[src/rtl/alu_pkg.sv]
// Shared types for the sequential ALU front end.
// Opcode and controller state encodings.
package alu_pkg;

  typedef enum logic [2:0] {
    OP_ADD = 3'b000,
    OP_SUB = 3'b001,
    OP_AND = 3'b010,
    OP_OR  = 3'b011,
    OP_XOR = 3'b100,
    OP_SHL = 3'b101,
    OP_SHR = 3'b110,
    OP_MUL = 3'b111
  } alu_op_t;

  typedef enum logic [1:0] {
    S_LOADA = 2'd0,
    S_LOADB = 2'd1,
    S_MUL   = 2'd2,
    S_DONE  = 2'd3
  } seq_state_t;

endpackage

[src/rtl/seq_alu_ctrl_mult.sv]
// Unsigned N-cycle shift-add multiplier, 2N-bit product.
// Used by seq_alu_ctrl only when SEQ_ALU_MUL_EN is defined.
module shift_add_mult #(
  parameter int N = 8
) (
  input  logic           clk,
  input  logic           rst,
  input  logic           start,
  input  logic [N-1:0]   A,
  input  logic [N-1:0]   B,
  output logic           busy,
  output logic           done,
  output logic [2*N-1:0] prod
);

  localparam int CW = $clog2(N + 1);

  logic [N-1:0]   r_a;
  logic [2*N-1:0] r_p;
  logic [CW-1:0]  r_cnt;
  logic [N:0]     w_sum;

  // High half accumulates; low half holds remaining multiplier bits.
  assign w_sum = {1'b0, r_p[2*N-1:N]}
               + (r_p[0] ? {1'b0, r_a} : '0);

  always_ff @(posedge clk or posedge rst) begin
    if (rst) begin
      r_a   <= '0;
      r_p   <= '0;
      r_cnt <= '0;
      busy  <= 1'b0;
      done  <= 1'b0;
    end else begin
      done <= 1'b0;
      if (start) begin
        r_a   <= A;
        r_p   <= {{N{1'b0}}, B};
        r_cnt <= '0;
        busy  <= 1'b1;
      end else if (busy) begin
        r_p   <= {w_sum, r_p[N-1:1]};
        r_cnt <= r_cnt + 1'b1;
        if (r_cnt == CW'(N - 1)) begin
          busy <= 1'b0;
          done <= 1'b1;
        end
      end
    end
  end

  assign prod = r_p;

endmodule

[src/rtl/seq_alu_ctrl.sv]
// Sequential ALU front end: A/op then B from one bus, STEP-driven.
// Define SEQ_ALU_MUL_EN to build the shift-add multiply (op 111).
module seq_alu_ctrl
  import alu_pkg::*;
#(
  parameter int N = 8
) (
  input  logic         CLK50M,
  input  logic         RST,
  input  logic         STEP,
  input  logic [N-1:0] INPUT,
  input  logic [2:0]   OPSEL,
  output logic [N-1:0] A_q,
  output logic [N-1:0] Result,
  output logic [N-1:0] ResultHi,
  output logic         V,
  output logic         C,
  output logic         Neg,
  output logic         Z,
  output logic         Busy,
  output logic         Done,
  output logic         Err
);

  seq_state_t   r_state;
  alu_op_t      r_op;
  logic         r_step_q;
  logic         w_step_edge;
  logic [N-1:0] w_res;
  logic         w_c;
  logic         w_v;
  logic [N:0]   w_sum;
  logic [N:0]   w_diff;

  assign w_step_edge = STEP & ~r_step_q;
  assign w_sum  = {1'b0, A_q} + {1'b0, INPUT};
  assign w_diff = {1'b0, A_q} - {1'b0, INPUT};

  // B is taken straight from the bus on the capture edge.
  always_comb begin
    w_res = '0;
    w_c   = 1'b0;
    w_v   = 1'b0;
    case (r_op)
      OP_ADD: begin
        w_res = w_sum[N-1:0];
        w_c   = w_sum[N];
        w_v   = (A_q[N-1] == INPUT[N-1]) &&
                (w_sum[N-1] != A_q[N-1]);
      end
      OP_SUB: begin
        w_res = w_diff[N-1:0];
        w_c   = ~w_diff[N];
        w_v   = (A_q[N-1] != INPUT[N-1]) &&
                (w_diff[N-1] != A_q[N-1]);
      end
      OP_AND: w_res = A_q & INPUT;
      OP_OR:  w_res = A_q | INPUT;
      OP_XOR: w_res = A_q ^ INPUT;
      OP_SHL: begin
        w_res = {A_q[N-2:0], 1'b0};
        w_c   = A_q[N-1];
      end
      OP_SHR: begin
        w_res = {1'b0, A_q[N-1:1]};
        w_c   = A_q[0];
      end
      default: w_res = '0;
    endcase
  end

`ifdef SEQ_ALU_MUL_EN
  logic           w_start;
  logic           w_mbusy;
  logic           w_mdone;
  logic [2*N-1:0] w_prod;

  assign w_start = (r_state == S_LOADB) &&
                   w_step_edge && (r_op == OP_MUL);

  shift_add_mult #(.N(N)) u_mult (
    .clk   (CLK50M),
    .rst   (RST),
    .start (w_start),
    .A     (A_q),
    .B     (INPUT),
    .busy  (w_mbusy),
    .done  (w_mdone),
    .prod  (w_prod)
  );

  assign Busy = w_mbusy;
`else
  assign Busy = 1'b0;
`endif

  always_ff @(posedge CLK50M or posedge RST) begin
    if (RST) begin
      r_state  <= S_LOADA;
      r_op     <= OP_ADD;
      r_step_q <= 1'b0;
      A_q      <= '0;
      Result   <= '0;
      ResultHi <= '0;
      V        <= 1'b0;
      C        <= 1'b0;
      Neg      <= 1'b0;
      Z        <= 1'b0;
      Done     <= 1'b0;
      Err      <= 1'b0;
    end else begin
      r_step_q <= STEP;
      case (r_state)
        S_LOADA: begin
          if (w_step_edge) begin
            A_q     <= INPUT;
            r_op    <= alu_op_t'(OPSEL);
            r_state <= S_LOADB;
          end
        end
        S_LOADB: begin
          if (w_step_edge) begin
            if (r_op == OP_MUL) begin
`ifdef SEQ_ALU_MUL_EN
              r_state <= S_MUL;
`else
              Err     <= 1'b1;
              Done    <= 1'b1;
              r_state <= S_DONE;
`endif
            end else begin
              Result   <= w_res;
              ResultHi <= '0;
              C        <= w_c;
              V        <= w_v;
              Neg      <= w_res[N-1];
              Z        <= (w_res == '0);
              Err      <= 1'b0;
              Done     <= 1'b1;
              r_state  <= S_DONE;
            end
          end
        end
`ifdef SEQ_ALU_MUL_EN
        S_MUL: begin
          if (w_mdone) begin
            Result   <= w_prod[N-1:0];
            ResultHi <= w_prod[2*N-1:N];
            C        <= |w_prod[2*N-1:N];
            V        <= 1'b0;
            Neg      <= w_prod[2*N-1];
            Z        <= (w_prod == '0);
            Err      <= 1'b0;
            Done     <= 1'b1;
            r_state  <= S_DONE;
          end
        end
`endif
        S_DONE: begin
          if (w_step_edge) begin
            A_q     <= INPUT;
            r_op    <= alu_op_t'(OPSEL);
            Done    <= 1'b0;
            r_state <= S_LOADB;
          end
        end
        default: r_state <= S_LOADA;
      endcase
    end
  end

endmodule
[config.mk]
export PLATFORM = sky130hd
export DESIGN_NAME = seq_alu_ctrl
export DESIGN_NICKNAME = d
export VERILOG_FILES = /design/src/rtl/alu_pkg.sv /design/src/rtl/seq_alu_ctrl_mult.sv /design/src/rtl/seq_alu_ctrl.sv
export SDC_FILE = /design/constraint.sdc
export NUM_CORES = 1
export LEC_CHECK = 0
export CORE_MARGIN = 2
export CORE_UTILIZATION = 59
export DETAILED_ROUTE_END_ITERATION = 16
export PLACE_DENSITY = 0.9
export SLEW_MARGIN = 10
export SYNTH_ARGS = -nofsm -noshare
export SYNTH_HDL_FRONTEND = slang
export SYNTH_SLANG_ARGS = --single-unit
[constraint.sdc]
create_clock -name CLK50M -period 3.4 [get_ports CLK50M]
set_input_delay 0.51 -clock CLK50M [delete_from_list [all_inputs] [get_ports CLK50M]]
set_output_delay 0.51 -clock CLK50M [all_outputs]
set_load 0.01 [all_outputs]
==> results of run 1 <==
final timing paths:
path	start	endpoint	slack [ns]	cells after the start
min in group asynchronous	RST	V$_DFFE_PP0P_	0.77	2
setup / recovery	INPUT[0]	Z$_DFFE_PP0P_	0.52	10
hold / removal	Result[1]$_DFFE_PP0P_	Result[1]$_DFFE_PP0P_	0.51	1
max in group asynchronous	RST	A_q[2]$_DFFE_PP0P_	2.00	2
setup reg to reg	A_q[0]$_DFFE_PP0P_	Z$_DFFE_PP0P_	0.75	10
hold reg to reg	Result[1]$_DFFE_PP0P_	Result[1]$_DFFE_PP0P_	0.51	1
sequential cells by signal, indices dropped and copies added, names as in the netlist, 2 cells and up:
name,cells
r_state,2
A_q,8
r_op,3
Result,8
metrics by stage:
step	total power [uW]	setup WS, ns	cells	hold slack (ns)
final	2800	0.520	384	0.512
after global routing	3010	0.400	384	0.525
after CTS	2770	0.532	384	0.510
after detailed placement	2560	0.250	380	0.486
after global placement	2530	0.333	380	0.474
after floorplan	2060	1.08	319	0.531
synth_stat cells, drive strengths merged, types with 3 or more instances:
master	count	area (sq um)
a211oi	3	22.5
a21oi	21	109
a221o	4	40.0
a221oi	6	77.6
a31oi	4	40.0
and3	3	18.8
buf	24	179
clkbuf	5	18.8
dfrtp	27	676
ha	27	338
inv	33	124
mux2	10	120
mux2i	5	50.1
nand2	21	78.8
nand2b	7	43.8
nand3	3	15.0
nor2	16	60.1
nor2b	5	31.3
nor3	4	30.0
nor4	3	18.8
o211ai	5	37.5
o21a	6	45.0
o21ai	18	90.1
o22ai	5	31.3
o31ai	4	30.0
or2	3	18.8
or3	3	18.8
layout make-up:
| cell class | count | area (sq um) |
|---|---|---|
| Sequential cell | 27 | 676 |
| Multi-Input combinational cell | 230 | 1740 |
| Tap cell | 52 | 65.1 |
| Clock inverter | 1 | 8.76 |
| Timing Repair Buffer | 38 | 373 |
| Inverter | 33 | 124 |
| Clock buffer | 3 | 41.3 |
| Fill cell | 365 | 1360 |
placed cells by master (no fill, tap or decap), types with 5 or more instances in the layout:
cell	instances
dfrtp_1	27
conb_1	9
o21a_1	6
mux2_2	7
o21ai_0	14
clkdlybuf4s50_1	35
o22ai_1	5
o211ai_1	5
mux2i_1	5
inv_1	32
nor2_1	16
nand2_1	21
ha_1	27
a21oi_1	20
nor2b_1	5
nand2b_1	7
kinds of logic (layout without fill, tap and decap cells):
logic type,count (synthesis),in the layout,share of synthesized area (%)
multiplexers,16,16,7.12
other,1,9,0.138
flip-flops,27,27,25.0
adder cells (fa/ha/maj),29,29,14.0
AO/OA/AOI/OAI,95,95,25.6
XOR/XNOR,4,4,1.29
AND/OR/NAND/NOR,77,77,15.1
buffers and inverters,62,75,11.9
power by group through the flow:
stage	Sequential [uW]	Combinational [uW]	Clock (uW)
finish	711	1890	203
global route	746	2050	218
floorplan	635	1420	0
global placement	705	1820	0
CTS	709	1860	203
detailed placement	717	1840	0
layer usage:
metal  up-vias  part of all wire, %  global-route usage [%]  routed length (um)
met2       130                   45                    40.7                2840
li1       1134                    -                       -                   -
met5         -                    0                       0                   0
met4         0                  1.8                    7.13                 111
met3        13                  9.4                    2.39                 590
met1      1094                   44                    35.3                2760
critical path, stage by stage:
cell and delay [ns]:
clkdlybuf4s50_1 0.51, ha_1 0.20, inv_1 0.07, fa_1 0.40, nand2b_1 0.18, a21oi_1 0.32, nor4_1 0.10, a2111oi_2 0.37
o2111ai_1 0.14, o32ai_1 0.27
==> qor.txt, run 1 <==
Status - complete, no violations
Area after DPL - 2980 sq um
Synth cell types - 65
Fin crit period - 2.88 ns
Worst-skew pair later-pin latency - 0.29 ns
CTS clk-pin slew, worst paths - 0.11 ns
Ys Warns - 0
Hold Buf Count CTS - 0
GRT Overall Usage - 25.0%
WL final - 6300 um
Cell Pwr Density - 925 nW/um^2
TritonCTS Buffers - 3
Crit path max fanout - 3
Fin nets - 376
Req. time, crit path - 3.58 ns
Clk pwr share - 7.3%
Post-synth ARST share - 100%
CP Launch Type - input port
Switching power total - 1370 uW
Final setup viols - 0
DRT iter0 DRCs - 221
Mean number of vias per cell - 6.17
# DRC - 0
Net Sw Frac - 48.9%
Max Cap Viol - 0
Syn Inst Count - 311
Routability cong. - 0.951
Die area - 5150 sq um
GRT overflow - 0
Max Clock Skew - 0.00596 ns
Max frequency - 347 MHz
ANT nets after route - 0
Crit path DAT - 3.06 ns
Final clock period utilization by the worst path - 84.7%
Peak supply drop - 613 uV
Synth Flop Type - dfrtp_1
Min-Delay Path Class - register to register
Synthesis-stage register bit count - 27
Initial Util - 61.8%
Fin util - 69.1%
First-pass GRT wire length - 10300 um
Synthesized area - 2710 sq um
Wire per inst - 16.4 um
IO Count - 45
Die X - 71.7 um
H-tree depth - 1
Finished Cell Area - 3030 sq um
Internal power - 1430 uW
Sequential Power Share - 25.4%
Combinational Power Share - 67.3%
CP Class - input port to register
I/O Buffers - 35
Placement row count - 24
RSZ-0062 raised after global routing - false
Register area share after synthesis - 25.0%
Buffers inserted by post-CTS timing repair - 0
Die span in y - 71.7 um
Crit. End Element - register
Number of synthesized flops with an enable pin - 0
Post-CTS resize count - 0
Slew Limit Headroom - 30.2%
Slew Viols, Final - 0
Root buffer cell - clkbuf_8
1st-pass router iterations - 5
Final hold violations - 0
Worst slew pin tran - 1.05 ns
Clock buffer depth - 2
P_leak - 0.00132 uW
Share of cells above drive strength 1 - 9.04%
Core Area - 4380 sq um
Initial antenna violation count - 0
Synth-to-Final Area Change - 11.8%
DR vias - 2371
Largest net degree at the start of global routing - 30
Synth Area per Inst - 8.71 sq um
CTS sink count - 27
Ant diodes - 0
Number of global-route vias before repair - 2152
Setup TNS - 0 ns
CTS tree - built
HPWL after DPL - 4650 um
Note: power is estimated with default switching activity, not from simulation.
==> inputs of run 2 (changes only) <==
--- a/config.mk
+++ b/config.mk
@@ -6,9 +6,9 @@
 export NUM_CORES = 1
 export LEC_CHECK = 0
 export CORE_MARGIN = 2
-export CORE_UTILIZATION = 59
+export CORE_UTILIZATION = 54
 export DETAILED_ROUTE_END_ITERATION = 16
-export PLACE_DENSITY = 0.9
+export PLACE_DENSITY = 0.84
 export SLEW_MARGIN = 10
 export SYNTH_ARGS = -nofsm -noshare
 export SYNTH_HDL_FRONTEND = slang
==> constraint.sdc (replaced) <==
create_clock -name CLK50M -period 2.7 [get_ports CLK50M]
set_input_delay 0.405 -clock CLK50M [delete_from_list [all_inputs] [get_ports CLK50M]]
set_output_delay 0.405 -clock CLK50M [all_outputs]
set_load 0.01 [all_outputs]
==> run 2 against run 1 <==
Setup slack got worse by 0.44 ns. Wire length increased by 17%. Die area grew 8.7%. Sequential power is 13% higher. Sequential share of layout area is 2.7 points lower. Clock skew rose by 0.00093 ns. Register-to-register slack got worse by 0.61 ns. Largest cell class unchanged. Flip-flop and latch count stayed put. Power rose by 43%. Critical path type unchanged.
==> qor.txt, run 2 (same netlist as run 1, synthesis figures left out) <==
Status - complete, no violations
Wire per inst - 16.5 um
Worst r2r src - A_q[1]$_DFFE_PP0P_
Crit path max fanout - 5
WL final - 7380 um
Core Area - 4790 sq um
Largest net degree at the start of global routing - 28
Crit. End Element - register
Slew Viols, Final - 0
1st-pass router iterations - 5
DRT iter0 DRCs - 339
RSZ-0062 raised after global routing - true
Final setup viols - 0
# DRC - 0
Max Cap Viol - 0
Fin crit period - 2.62 ns
Root buffer cell - clkbuf_8
Final clock period utilization by the worst path - 97.2%
Mean number of vias per cell - 5.97
CTS sink count - 27
GRT overflow - 0
CTS tree - built
Synth-to-Final Area Change - 27.3%
Number of global-route vias before repair - 2441
Critical path's slowest cell - clkdlybuf4s50_1
Layout Cells excl Fill - 448
Crit path DAT - 2.81 ns
Max incr delay on CP - 0.50 ns
Most frequent cells in the layout - buf_4, clkdlybuf4s50_1, inv_1
CP Launch Type - input port
CTS clk-pin slew, worst paths - 0.11 ns
Cells after DPL - 443
Initial antenna violation count - 0
H-tree depth - 1
Largest registers - A_q (8), Result (8), r_op (3)
Hold Buf Count CTS - 0
Ant diodes - 0
Setup TNS - 0 ns
ANT nets after route - 0
Fin nets - 425
Commonest non-fill, non-tap cell in the layout - buf_4
R2R Setup Slk - 0.14 ns
P_leak - 0.00157 uW
HPWL after DPL - 5650 um
Worst-skew pair later-pin latency - 0.28 ns
I/O Buffers - 35
DR vias - 2673
Die span in y - 74.8 um
Share of cells above drive strength 1 - 22.3%
GRT Overall Usage - 27.3%
Die X - 74.8 um
Worst slew pin tran - 0.684 ns
Hold_ws - 0.480 ns
Critical-path cell list - clkdlybuf4s50_1 -> inv_2 -> fa_1 -> nand2b_1 -> a21oi_1 -> nor4_1 -> a2111oi_4 -> o2111ai_1 -> o32ai_1
Peak supply drop - 576 uV
Max Clock Skew - 0.00689 ns
Cell Pwr Density - 1170 nW/um^2
Area after DPL - 3360 sq um
Finished Cell Area - 3450 sq um
Pwr Total - 4020 uW
Slew Limit Headroom - 54.3%
Min-Delay Path Class - input port to async pin
Placement row count - 25
Max frequency - 381 MHz
TritonCTS Buffers - 3
First-pass GRT wire length - 11800 um
Die area - 5600 sq um
Req. time, crit path - 2.88 ns
Final hold violations - 0
IO Count - 45
Clock buffer depth - 2
CP Class - input port to register
R2R cell count - 8
RR Endpoint - Z$_DFFE_PP0P_
Initial Util - 56.6%
Routability cong. - 1.02
==> run 2: changes by cell type in the layout (fill, tap and decap cells not counted), sizes merged <==
cell           before  now
inv                34   33
clkinv              0    1
buf                 3   52
dlymetal6s2s        0    1
clkdlybuf4s50      35   34
==> run 2: worst max-delay path: cells and delay by family <==
kind | cells | cell delay (ns)
buf+inv | 2 | 0.59
compound gates | 4 | 1.05
simple gates | 2 | 0.30
fa+ha+maj | 1 | 0.47
==> run 2: layout make-up <==
cell class	instances	area, sq um
clock buffer	3	41.3
clock inverter	1	5.00
fill	390	1340
inverter	33	124
multi-input combinational	230	1770
sequential	27	676
tap	67	83.8
timing repair buffer	87	743
==> run 2: routing by layer <==
layer  global-route usage [%]  wire length, um  vias up
met5                        0                0        -
met4                     9.13              225        0
met3                     3.21              583       25
met2                     45.6             3480      162
met1                     37.0             3080     1247
li1                         -                -     1239
==> run 2: how the worst max path moves through the flow <==
| stage | from | endpoint | slack, ns |
|---|---|---|---|
| 2_1_floorplan | A_q[0]$_DFFE_PP0P_ | Z$_DFFE_PP0P_ | 0.38 |
| 3_3_place_gp | INPUT[0] | Z$_DFFE_PP0P_ | -0.15 |
| 3_5_place_dp | INPUT[0] | Z$_DFFE_PP0P_ | -0.28 |
| 4_1_cts | INPUT[0] | Z$_DFFE_PP0P_ | 0.008 |
| 5_1_grt | INPUT[1] | Z$_DFFE_PP0P_ | -0.03 |
| 6_report | INPUT[1] | Z$_DFFE_PP0P_ | 0.08 |
==> run 2: power breakdown <==
| group | leakage (uW) | internal [uW] | total, uW | switching, uW |
|---|---|---|---|---|
| Clock | 0.0000255 | 104 | 247 | 143 |
| Sequential | 0.000325 | 577 | 801 | 224 |
| Combinational | 0.00122 | 1440 | 2970 | 1530 |
==> run 2: timing repair <==
action | 4_1_cts | 5_1_grt
resized for setup | 0 | 9
buffers inserted | 0 | 1
setup endpoints to repair | 0 | 4
==> run 2: per-stage QoR <==
step           setup slack [ns]  utilization, %
2_1_floorplan             0.379               -
3_3_place_gp             -0.148            70.1
3_5_place_dp             -0.275            70.1
4_1_cts                 0.00824            71.1
5_1_grt                 -0.0346            72.0
6_report                 0.0755            72.0
